===== src/rtl/pwr_seq_ctrl.sv =====
`default_nettype none
// ============================================================================
//  Module   : pwr_seq_ctrl
//  Purpose  : Power-on / power-down rail sequencer for the AtlasII-EVB-MB
//             CPLD. Brings VIO, VPLL, VMEM, VDDPRE, VDDPDN and the main-board
//             peripheral enable up in order, holds system reset while the
//             rails ramp, then releases reset with a one-cycle POR pulse.
//             Reboot / power-down requests take the rails down in reverse
//             order. Runs from the 32 kHz RTC clock.
//  Ports    : rtc_clk, rst_lo (async, active-low)
//             reboot_req  - 1-cycle pulse, request a power cycle
//             pdn_req     - level, request power-down and hold off
//             vddpdn_cfg  - 1: vddpdn_on follows x_pwr_en while running
//             x_pwr_en    - SoC power-enable input
//             wdog_kick   - 1-cycle watchdog refresh
//             vio_on .. vddpdn_on, main_id0 - rail enables
//             timing_rst  - active-high system reset hold
//             por         - 1-cycle power-on-reset pulse
//             seq_state   - OFF=0 RAMP=1 RUN=2 PDN=3 GAP=4
//             busy        - high except in RUN and OFF
//  Options  : `define PWR_SEQ_WDOG_EN builds a tick-based watchdog that
//             forces a reboot from RUN when not kicked for WDOG_TICKS ticks.
//  Revision : 1.0 - initial release
// ============================================================================
module pwr_seq_ctrl #(
    parameter int          PRESCALE_W = 3,
    parameter logic [7:0]  T_VIO      = 8'h04,
    parameter logic [7:0]  T_VPLL     = 8'h08,
    parameter logic [7:0]  T_VMEM     = 8'h0C,
    parameter logic [7:0]  T_VDDPRE   = 8'h10,
    parameter logic [7:0]  T_VDDPDN   = 8'h14,
    parameter logic [7:0]  T_MB       = 8'h18,
    parameter logic [7:0]  T_RST      = 8'h20,
    parameter logic [7:0]  T_GAP      = 8'h04,
    parameter logic [7:0]  WDOG_TICKS = 8'hF0
) (
    input  logic        rtc_clk,
    input  logic        rst_lo,
    input  logic        reboot_req,
    input  logic        pdn_req,
    input  logic        vddpdn_cfg,
    input  logic        x_pwr_en,
    input  logic        wdog_kick,
    output logic        vio_on,
    output logic        vpll_on,
    output logic        vmem_on,
    output logic        vddpre_on,
    output logic        vddpdn_on,
    output logic        main_id0,
    output logic        timing_rst,
    output logic        por,
    output logic [2:0]  seq_state,
    output logic        busy
);

    typedef enum logic [2:0] {
        ST_OFF  = 3'd0,
        ST_RAMP = 3'd1,
        ST_RUN  = 3'd2,
        ST_PDN  = 3'd3,
        ST_GAP  = 3'd4
    } state_t;

    // Rail-off thresholds in PDN, spaced T_GAP ticks apart
    localparam logic [7:0] C_GAP1 = T_GAP;
    localparam logic [7:0] C_GAP2 = C_GAP1 + T_GAP;
    localparam logic [7:0] C_GAP3 = C_GAP2 + T_GAP;
    localparam logic [7:0] C_GAP4 = C_GAP3 + T_GAP;
    localparam logic [7:0] C_GAP5 = C_GAP4 + T_GAP;
    localparam logic [PRESCALE_W-1:0] C_PS_ONE = 1;

    state_t                 r_state;
    logic [PRESCALE_W-1:0]  r_prescale;
    logic [7:0]             r_tick_cnt;
    logic                   r_hold;     // 1: park in OFF after power-down

    logic                   w_tick;
    logic                   w_wdog_trip;
    logic                   w_reboot;

    assign w_tick    = &r_prescale;
    assign w_reboot  = reboot_req | w_wdog_trip;
    assign seq_state = r_state;

`ifdef PWR_SEQ_WDOG_EN
    logic [7:0] r_wdog_cnt;

    // Held at zero outside RUN, so entry to RUN always starts a fresh window
    always_ff @(posedge rtc_clk or negedge rst_lo) begin
        if (!rst_lo) begin
            r_wdog_cnt <= 8'h00;
        end else if ((r_state != ST_RUN) || wdog_kick) begin
            r_wdog_cnt <= 8'h00;
        end else if (w_tick && (r_wdog_cnt != 8'hFF)) begin
            r_wdog_cnt <= r_wdog_cnt + 8'd1;
        end
    end

    assign w_wdog_trip = (r_state == ST_RUN) && (r_wdog_cnt == WDOG_TICKS);
`else
    logic w_unused;

    assign w_wdog_trip = 1'b0;
    assign w_unused    = wdog_kick | (|WDOG_TICKS);
`endif

    always_ff @(posedge rtc_clk or negedge rst_lo) begin
        if (!rst_lo) begin
            r_state    <= ST_RAMP;
            r_prescale <= '0;
            r_tick_cnt <= 8'h00;
            r_hold     <= 1'b0;
            vio_on     <= 1'b0;
            vpll_on    <= 1'b0;
            vmem_on    <= 1'b0;
            vddpre_on  <= 1'b0;
            vddpdn_on  <= 1'b0;
            main_id0   <= 1'b0;
            timing_rst <= 1'b1;
            por        <= 1'b0;
            busy       <= 1'b1;
        end else begin
            // Free-running timebase; every state change below overrides
            // these with a clear so each state times from zero.
            r_prescale <= r_prescale + C_PS_ONE;
            if (w_tick && (r_tick_cnt != 8'hFF)) begin
                r_tick_cnt <= r_tick_cnt + 8'd1;
            end
            por <= 1'b0;

            case (r_state)
                ST_RAMP, ST_RUN: begin
                    if (r_state == ST_RAMP) begin
                        timing_rst <= 1'b1;
                        // Sticky: a rail once on stays on through RAMP
                        if (r_tick_cnt >= T_VIO)    vio_on    <= 1'b1;
                        if (r_tick_cnt >= T_VPLL)   vpll_on   <= 1'b1;
                        if (r_tick_cnt >= T_VMEM)   vmem_on   <= 1'b1;
                        if (r_tick_cnt >= T_VDDPRE) vddpre_on <= 1'b1;
                        if (r_tick_cnt >= T_VDDPDN) vddpdn_on <= 1'b1;
                        if (r_tick_cnt >= T_MB)     main_id0  <= 1'b1;
                    end else begin
                        vddpdn_on <= vddpdn_cfg ? x_pwr_en : 1'b1;
                    end

                    // pdn_req has priority over reboot when both arrive
                    if (pdn_req || w_reboot) begin
                        r_state    <= ST_PDN;
                        r_prescale <= '0;
                        r_tick_cnt <= 8'h00;
                        r_hold     <= pdn_req;
                        main_id0   <= 1'b0;
                        timing_rst <= 1'b1;
                        busy       <= 1'b1;
                    end else if ((r_state == ST_RAMP) && (r_tick_cnt == T_RST)) begin
                        r_state    <= ST_RUN;
                        r_prescale <= '0;
                        r_tick_cnt <= 8'h00;
                        timing_rst <= 1'b0;
                        por        <= 1'b1;
                        busy       <= 1'b0;
                    end
                end

                ST_PDN: begin
                    main_id0   <= 1'b0;
                    timing_rst <= 1'b1;
                    if (r_tick_cnt >= C_GAP1) vddpdn_on <= 1'b0;
                    if (r_tick_cnt >= C_GAP2) vddpre_on <= 1'b0;
                    if (r_tick_cnt >= C_GAP3) vmem_on   <= 1'b0;
                    if (r_tick_cnt >= C_GAP4) vpll_on   <= 1'b0;
                    if (r_tick_cnt >= C_GAP5) vio_on    <= 1'b0;
                    if (r_tick_cnt == C_GAP5) begin
                        r_state    <= r_hold ? ST_OFF : ST_GAP;
                        r_prescale <= '0;
                        r_tick_cnt <= 8'h00;
                        busy       <= ~r_hold;
                    end
                end

                ST_GAP: begin
                    vio_on     <= 1'b0;
                    vpll_on    <= 1'b0;
                    vmem_on    <= 1'b0;
                    vddpre_on  <= 1'b0;
                    vddpdn_on  <= 1'b0;
                    main_id0   <= 1'b0;
                    timing_rst <= 1'b1;
                    if (r_tick_cnt == T_GAP) begin
                        r_state    <= ST_RAMP;
                        r_prescale <= '0;
                        r_tick_cnt <= 8'h00;
                        busy       <= 1'b1;
                    end
                end

                ST_OFF: begin
                    vio_on     <= 1'b0;
                    vpll_on    <= 1'b0;
                    vmem_on    <= 1'b0;
                    vddpre_on  <= 1'b0;
                    vddpdn_on  <= 1'b0;
                    main_id0   <= 1'b0;
                    timing_rst <= 1'b1;
                    busy       <= 1'b0;
                    if (!pdn_req) begin
                        r_state    <= ST_GAP;
                        r_prescale <= '0;
                        r_tick_cnt <= 8'h00;
                        busy       <= 1'b1;
                    end
                end

                default: begin
                    // Illegal encoding: rails off, restart via the gap
                    r_state    <= ST_GAP;
                    r_prescale <= '0;
                    r_tick_cnt <= 8'h00;
                    vio_on     <= 1'b0;
                    vpll_on    <= 1'b0;
                    vmem_on    <= 1'b0;
                    vddpre_on  <= 1'b0;
                    vddpdn_on  <= 1'b0;
                    main_id0   <= 1'b0;
                    timing_rst <= 1'b1;
                    busy       <= 1'b1;
                end
            endcase
        end
    end

endmodule
`default_nettype wire


===== config.mk =====
export PLATFORM = sky130hd
export DESIGN_NAME = pwr_seq_ctrl
export DESIGN_NICKNAME = d
export VERILOG_FILES = /design/src/rtl/pwr_seq_ctrl.sv
export SDC_FILE = /design/constraint.sdc
export NUM_CORES = 1
export LEC_CHECK = 0
export ABC_AREA = 1
export BUFFER_PORTS_ARGS = -buffer_cell sky130_fd_sc_hd__buf_2
export CORE_MARGIN = 2
export CORE_UTILIZATION = 57
export CTS_CLUSTER_SIZE = 20
export DETAILED_ROUTE_END_ITERATION = 10
export PLACE_DENSITY_LB_ADDON = 0.05
export SLEW_MARGIN = 10
export SYNTH_ARGS = -nofsm -noshare
export SYNTH_HDL_FRONTEND = slang
export SYNTH_SLANG_ARGS = --single-unit

===== constraint.sdc =====
create_clock -name rtc_clk -period 2.2 [get_ports rtc_clk]
set_input_delay 0.55 -clock rtc_clk [delete_from_list [all_inputs] [get_ports rtc_clk]]
set_output_delay 0.55 -clock rtc_clk [all_outputs]
set_load 0.02 [all_outputs]

======== Word level (Yosys, flattened, before mapping) ========
Cells that the tools add are included.
word-level totals
  flip-flop bits (word level) ............. 24
  bits of input ports ..................... 7
  output and inout bits ................... 12
  logic and storage cells ................. 121
operators by class
  add/sub/neg operators ................... 2
  magnitude comparators ................... 6
  equality and inequality tests ........... 26
  mux-type cells .......................... 58
  bitwise logic cells ..................... 1
  reduce and logical (&&, ||, !) cells .... 15
operator list
  operator             number
  $mux 8               6
  $mux 3               11
  $mux 1               32
  $pmux 8 s4           1
  $ne 2x2->1 const B   13
  $ge 8x5->1 const B   3
  $pmux 3 s4           2
  $reduce_and 3->1     6
  $ge 8x4->1 const B   2
  $ne 3x3->1 const B   4
  $pmux 1 s2           5
  $add 8x1->8 const B  1
  $eq 8x3->1 const B   1
  $eq 8x5->1 const B   1
  $eq 8x6->1 const B   1
  $ge 8x3->1 const B   1
  $ne 8x8->1 const B   1
  $eq 3x2->1 const B   2
  $reduce_and 2->1     3
  $ne 4x4->1 const B   1
  $pmux 1 s4           1
  $reduce_and 4->1     1
  $add 3x1->3 const B  1
  $eq 3x1->1 const B   1
  6 further kinds      7

======== Longest topological paths before layout ========
Gate-level depths: netlist of run 1.
  depth after elaboration ................. 6
  gate-level depth with buffers ........... 10

======== Worst setup path after synthesis of run 1 ========
Ideal clock, no wire load.
  path kind ............................... reg2reg
  start ................................... reg r_tick_cnt[0]
  end ..................................... reg r_prescale[2]
  library setup time ...................... 0.119 ns
  arrival ................................. 1.385 ns
  data required time ...................... 2.081 ns
  path slack .............................. 0.696 ns
  stages on the path, launching flop included .. 10
  buffers on the path ..................... 1
  period minus slack after synthesis ...... 1.504 ns
  cell sequence ........................... dfrtp_1 -> inv_1 -> ha_1 -> nand3_1 -> nor2_4 -> nor2_2 -> nor2_4 -> nand3_2 -> buf_6 -> and2_1
between the ends
  cells in the longest elaborated chain, start to end .. 5
  elaborated cells on any way between the ends .. 9
  classes of those cells .................. 3 x eq/ne; 5 x mux; 1 x reduce/logical
ends and longest elaborated chain
  item                    line  RTL
  start, declared         74    logic [7:0] r_tick_cnt;
  start signal, assigned  127   r_tick_cnt <= r_tick_cnt + 8'd1;
  $eq 8x6->1              155   end else if ((r_state == ST_RAMP) && (r_tick_cnt == T_RST)) begin
  $logic_and 1x1->1       155
  $mux 3                  155
  $mux 3                  147   if (pdn_req || w_reboot) begin
  $pmux 3 s4 (*)          131   case (r_state)
  end signal, assigned    125   r_prescale <= r_prescale + C_PS_ONE;
  end, declared           73    logic [PRESCALE_W-1:0] r_prescale;
Every way passes the cells marked *; elsewhere a longest branch is shown, timed or not.
A chain may end at the register's enable or synchronous reset.

======== Final worst setup path of run 1 ========
Ends and elaborated chain as after synthesis.

==> results of run 1 <==
[worst max-delay path by stage]
stage / endpoint / slack (ns) / cells after the start
floorplan: r_prescale[2] / 0.70 / 9
global placement: r_prescale[1] / 0.49 / 7
detailed placement: r_prescale[2] / 0.44 / 7
CTS: r_prescale[2] / 0.44 / 8
global route: r_prescale[2] / 0.33 / 8
finish: r_prescale[2] / 0.45 / 8
[routing by layer]
metal  vias to the layer above  routed length (microns)
met4                         0                       38
met5                         -                        0
met2                        29                     1390
met1                       620                     1500
li1                        714                        -
met3                         5                      120
[area by class of cell]
class | instances | area (sq um) | area share
flip-flops and latches | 24 | 604 | 0.366
inverters | 39 | 146 | 0.0886
well taps | 30 | 37.5 | 0.0227
repair buffers | 17 | 85.1 | 0.0515
clock buffers | 4 | 26.3 | 0.0159
multi-input cells | 150 | 752 | 0.455
[cells by family after synthesis]
| group | share of synthesized area |
|---|---|
| AO/OA/AOI/OAI | 0.0640 |
| AND/OR/NAND/NOR | 0.396 |
| adder cells (fa/ha/maj) | 0.0328 |
| buffers and inverters | 0.111 |
| flip-flops | 0.396 |
[where the power goes]
group          leakage [nW]  switching, mW  internal, mW  total (mW)
Clock                0.0150          0.130        0.0710       0.201
Combinational         0.604          0.429         0.214       0.642
Sequential            0.316         0.0700         0.536       0.606
[cells in the final DEF (no fill, tap or decap), types with 2 or more instances in the layout]
cell type  count
inv_1         25
a21oi_1        6
clkbuf_4       3
o21ai_0        4
dfstp_2        3
inv_2         14
and2_1         2
nand2_2        4
nor2_1        18
nor2_4         2
nand3_2        3
nor2_2         7
buf_2         17
nand3_1       17
ha_1           4
dfrtp_1       21
nand2_1       65
nor3_1         2
o22ai_1        2
nand4_1        7
o21ai_1        2
[critical path, stage by stage (launching register included)]
cell     delay, ns
dfrtp_1       0.44
inv_1         0.09
ha_1          0.21
nand3_1       0.16
nor2_4        0.16
nor2_2        0.06
nor2_4        0.11
nand3_2       0.21
and2_1        0.21
[per-stage QoR]
| step | area, sq um | power, mW | instances | hold slack [ns] | setup WS (ns) |
|---|---|---|---|---|---|
| floorplan | 1530 | 1.12 | 215 | 0.254 | 0.696 |
| global placement | 1630 | 1.24 | 260 | 0.457 | 0.489 |
| detailed placement | 1630 | 1.26 | 260 | 0.457 | 0.435 |
| CTS | 1650 | 1.46 | 264 | 0.198 | 0.442 |
| global route | 1650 | 1.57 | 264 | 0.223 | 0.327 |
| finish | 1650 | 1.45 | 264 | 0.178 | 0.449 |
==> results.py, run 1 <==
metrics = {
    "run_status": {
        "status": "finished, final reports clean",
    },
    "setup_path": {
        "arrival_ns": 1.98,
        "r2r_cells": 8,
        "worstReg2RegStart": "r_tick_cnt[0]",
        "rr_endpoint": "r_prescale[2]",
        "critPathKind": "reg2reg",
        "regToRegSetupSlack_ns": 0.45,
        "worstPathMaxFanout": 11,
        "start_kind": "flop",
        "cp-startpoint": "r_tick_cnt[0]",
        "critPathRequiredTime_ns": 2.43,
        "end_kind": "flop",
    },
    "yosys": {
        "synth_seq_area_share": 0.396,
        "synth_ff_type": "dfrtp_1",
        "yosysMostFrequentCell": "nand2_1",
        "ys_warn_count": 0,
        "synth_area_leaders": "dfrtp_1 (34%), nand2_1 (16%), inv_1 (6.2%)",
        "synth_area_leader_cell": "dfrtp_1",
        "synthCells": 215,
        "ys_ff_latch": 24,
        "synth_edf_count": 0,
        "synth_area_sq_um": 1530,
        "synth.avg_cell_area_sq_um": 7.09,
        "yosysUniqueCellTypes": 25,
        "synth_commonest_cells": "nand2_1 (65), inv_1 (25), dfrtp_1 (21)",
        "ys_async_sr_fraction": 1.00,
        "synth.net_count": 226,
        "synth_top_area_share": 0.345,
    },
    "grt": {
        "grt_use_total": 0.208,
        "gr-usage-met1": 0.278,
        "gr-max-usage-layer": "met2",
        "grt_pass1_wl_mm": 5.24,
        "antenna_found_initial": 0,
        "overflow": 0,
        "use_met2": 0.352,
        "grt_use_met3": 0.0302,
        "grt_max_degree": 25,
        "grt_pass1_vias": 1269,
    },
    "clocking": {
        "cts_setup_buffers": 0,
        "htreeDepth": 1,
        "clock_latency_ns": 0.32,
        "postCtsHoldBufs": 0,
        "cts_tree": "done",
        "cts.clk_slew.worst_paths_ns": 0.13,
        "cts.sinks": 24,
        "cts_buffers": 3,
        "cts-root-buf": "clkbuf_4",
        "cts.path.max_buffers": 2,
        "cts_resized": 0,
    },
    "drt": {
        "routedWlPerCell_microns": 11.5,
        "wirelength_mm": 3.05,
        "ant_nets": 0,
        "vias": 1368,
        "viasPerCell": 5.18,
        "first_pass_iters": 4,
        "drc": 0,
        "drtIter0Drc": 67,
    },
    "sta": {
        "fin_crit_sh": 0.796,
        "tightest_slew_ns": 0.520,
        "relSlewSlack": 0.653,
        "maxSlewViolCount": 0,
        "setup_violations": 0,
        "clock_skew_ns": 0.0116,
        "setup_tns_ns": 0,
        "grt_setup_unrepaired": "false",
        "hold_viol": 0,
        "fin_crit_ns": 1.75,
        "fmax_mhz": 571,
    },
    "floorplan": {
        "start_util": 0.610,
        "die_w_microns": 55.7,
        "rows": 18,
        "dieArea_sq_um": 3110,
        "num_io_pins": 19,
        "core_sq_um": 2500,
        "die_y_microns": 55.7,
    },
    "finish": {
        "finish.utilization": 0.661,
        "regMostFlops": "r_tick_cnt",
        "area_delta_synth_final_pct": 8.29,
        "fillers": 228,
        "insertedDiodeCount": 0,
        "largest_reg_flops": 8,
        "drive_above_1_share": 0.235,
        "fin_nets": 246,
    },
    "placed_design": {
        "port-buffer-count": 17,
        "hpwl_mm": 2.35,
        "place.gp.congestion": 0.895,
    },
    "flow_run": {
        "cap_viol_max_count": 0,
    },
    "pwr": {
        "p_per_area_nw_per_um2": 878,
        "worst_ir_drop_vdd_mv": 0.974,
        "leakagePower_nw": 0.935,
    },
    "worst_hold_path": {
        "min_path_type": "in2async",
    },
}
No activity file was read; power rests on OpenSTA's default activity.
==> inputs of run 2 (changes only) <==
--- a/config.mk
+++ b/config.mk
@@ -8,7 +8,7 @@
 export ABC_AREA = 1
 export BUFFER_PORTS_ARGS = -buffer_cell sky130_fd_sc_hd__buf_2
 export CORE_MARGIN = 2
-export CORE_UTILIZATION = 57
+export CORE_UTILIZATION = 51
 export CTS_CLUSTER_SIZE = 20
 export DETAILED_ROUTE_END_ITERATION = 10
 export PLACE_DENSITY_LB_ADDON = 0.05
==> constraint.sdc (replaced) <==
create_clock -name rtc_clk -period 1.5 [get_ports rtc_clk]
set_input_delay 0.375 -clock rtc_clk [delete_from_list [all_inputs] [get_ports rtc_clk]]
set_output_delay 0.375 -clock rtc_clk [all_outputs]
set_load 0.02 [all_outputs]
==> run 2 against run 1 <==
The flow now finishes with violations (DRC, hold timing, setup timing). First-iteration DRC count decreased by 22%. Routed wire length grew 27%. Cell area is 24% higher. Core utilization rose by 6.7 points. Via count rose by 15%. Clock-buffer cell count is the same. Clock power grew 57%. Clock skew up 0.0037 ns. Worst setup slack got worse by 0.46 ns. Critical path depth stayed put. Global-route usage up 3.0 points. Power is 74% higher.
==> results.py, run 2 (same netlist as run 1, synthesis figures left out) <==
metrics = {
    "clocking": {
        "htreeDepth": 1,
        "clock_latency_ns": 0.33,
        "cts.path.max_buffers": 2,
        "cts_buffers": 3,
        "cts.clk_slew.worst_paths_ns": 0.15,
        "cts.sinks": 24,
        "cts_tree": "done",
        "cts-root-buf": "clkbuf_4",
    },
    "flow_run": {
        "cap_viol_max_count": 0,
    },
    "grt": {
        "overflow": 0,
        "grt_use_total": 0.238,
        "grt_pass1_vias": 1460,
        "grt_max_degree": 25,
        "antenna_found_initial": 0,
        "grt_pass1_wl_mm": 6.20,
    },
    "sta": {
        "timing.final.ws_setup_ns": -0.00657,
        "fmax_mhz": 664,
        "holdWs_ns": -0.00791,
        "clock_skew_ns": 0.0152,
        "grt_setup_unrepaired": "true",
        "setup_violations": 2,
        "fin_crit_ns": 1.51,
        "tightest_slew_ns": 0.527,
        "relSlewSlack": 0.649,
        "maxSlewViolCount": 0,
        "hold_viol": 12,
        "fin_crit_sh": 1.00,
    },
    "finish": {
        "fin_nets": 279,
        "regArea_sq_um": 607,
        "insertedDiodeCount": 0,
        "area_delta_synth_final_pct": 33.8,
        "multi_input_area_sq_um": 883,
        "regMostFlops": "r_tick_cnt",
        "drive_above_1_share": 0.393,
        "mostFrequentLayoutCell": "nand2_1",
        "largest_reg_flops": 8,
        "fillers": 227,
        "finish.utilization": 0.727,
        "mostFrequentLayoutCells": "nand2_1 (61), buf_4 (30), inv_1 (23), dfrtp_1 (19)",
    },
    "setup_path": {
        "worstReg2RegStart": "r_tick_cnt[1]",
        "end_kind": "flop",
        "regToRegSetupSlack_ns": -0.007,
        "worstPathMaxFanout": 6,
        "r2r_cells": 8,
        "critPathKind": "reg2reg",
        "start_kind": "flop",
        "arrival_ns": 1.75,
        "rr_endpoint": "r_prescale[1]",
        "critPathRequiredTime_ns": 1.75,
    },
    "pwr": {
        "internal_power_mw": 1.42,
        "comb_power_share": 0.533,
        "seqPwrFrac": 0.342,
        "leakagePower_nw": 1.13,
        "p_per_area_nw_per_um2": 1230,
        "worst_ir_drop_vdd_mv": 0.999,
        "power_switching_mw": 1.10,
        "clock_power_share": 0.125,
        "switching_share": 0.437,
    },
    "placed_design": {
        "place.gp.congestion": 0.817,
        "port-buffer-count": 17,
        "hpwl_mm": 2.83,
    },
    "floorplan": {
        "core_sq_um": 2810,
        "die_w_microns": 58.7,
        "rows": 19,
        "die_y_microns": 58.7,
        "dieArea_sq_um": 3440,
        "num_io_pins": 19,
        "start_util": 0.544,
    },
    "run_status": {
        "violations": "DRC, hold timing, setup timing",
        "status": "finished with violations",
    },
    "drt": {
        "first_pass_iters": 7,
        "ant_nets": 0,
        "drc": 2,
        "drtIter0Drc": 52,
        "viasPerCell": 5.29,
        "vias": 1575,
        "wirelength_mm": 3.86,
        "routedWlPerCell_microns": 13.0,
    },
    "worst_hold_path": {
        "min_path_type": "in2async",
    },
}
run 2: changes by cell type in the layout (fill, tap and decap cells not counted), sizes merged:
cell   change
nand3      +1
buf       +32
run 2: layout make-up:
| class | instances | area share |
|---|---|---|
| multi-input combinational | 151 | 0.433 |
| sequential | 24 | 0.297 |
| timing repair buffer | 49 | 0.166 |
| inverter | 39 | 0.0717 |
| tap | 31 | 0.0190 |
| clock buffer | 4 | 0.0129 |
run 2: what timing repair did:
item                       CTS  global route
resized for setup           10            22
cloned                       1             0
hold buffers                 0             0
setup endpoints to repair   13            19
buffers inserted             1             2
pin swaps                    4             8
run 2: worst max-delay path by stage:
| stage | start | end | slack (ns) | cells past startpoint |
|---|---|---|---|---|
| after CTS | r_tick_cnt[1] | r_prescale[2] | 0.007 | 8 |
| final | r_tick_cnt[1] | r_prescale[1] | -0.007 | 8 |
| after global routing | r_tick_cnt[0] | r_prescale[1] | -0.09 | 8 |
| after detailed placement | r_tick_cnt[0] | r_prescale[1] | -0.15 | 8 |
| after global placement | r_tick_cnt[0] | r_prescale[2] | -0.1 | 8 |
| after floorplan | r_tick_cnt[0] | r_prescale[2] | 0.02 | 9 |
run 2: worst max-delay path: stages, from the launching register on:
cell     delay [ns]
dfrtp_1        0.42
inv_2          0.08
ha_4           0.15
nand3_4        0.09
nor2_4         0.13
nor2_2         0.06
nor2_4         0.17
nand3_4        0.15
and2_4         0.17
run 2: routing by layer:
layer	vias up	global-route usage	wire length (microns)
met3	8	0.0352	181
met1	742	0.309	1790
met4	0	0.101	85
li1	780	-	-
met2	45	0.395	1800
met5	-	0	0
run 2: stage by stage:
step                cell area, sq um  instances  setup WS (ns)  TNS (ns)  total power [mW]
floorplan                       1530        215         0.0224         0              1.65
global placement                1850        290        -0.0990    -0.652              1.98
detailed placement              1850        290         -0.146     -1.06              2.00
CTS                             1930        296        0.00667         0              2.43
global route                    2040        298        -0.0879    -0.823              2.69
finish                          2040        298       -0.00657   -0.0116              2.52
run 2: power groups by stage:
stage	Sequential, mW	Combinational [mW]	Clock, mW
after floorplan	0.979	0.668	0
after global placement	0.882	1.10	0
after detailed placement	0.885	1.12	0
after CTS	0.864	1.25	0.316
after global routing	0.877	1.48	0.333
final	0.860	1.34	0.315
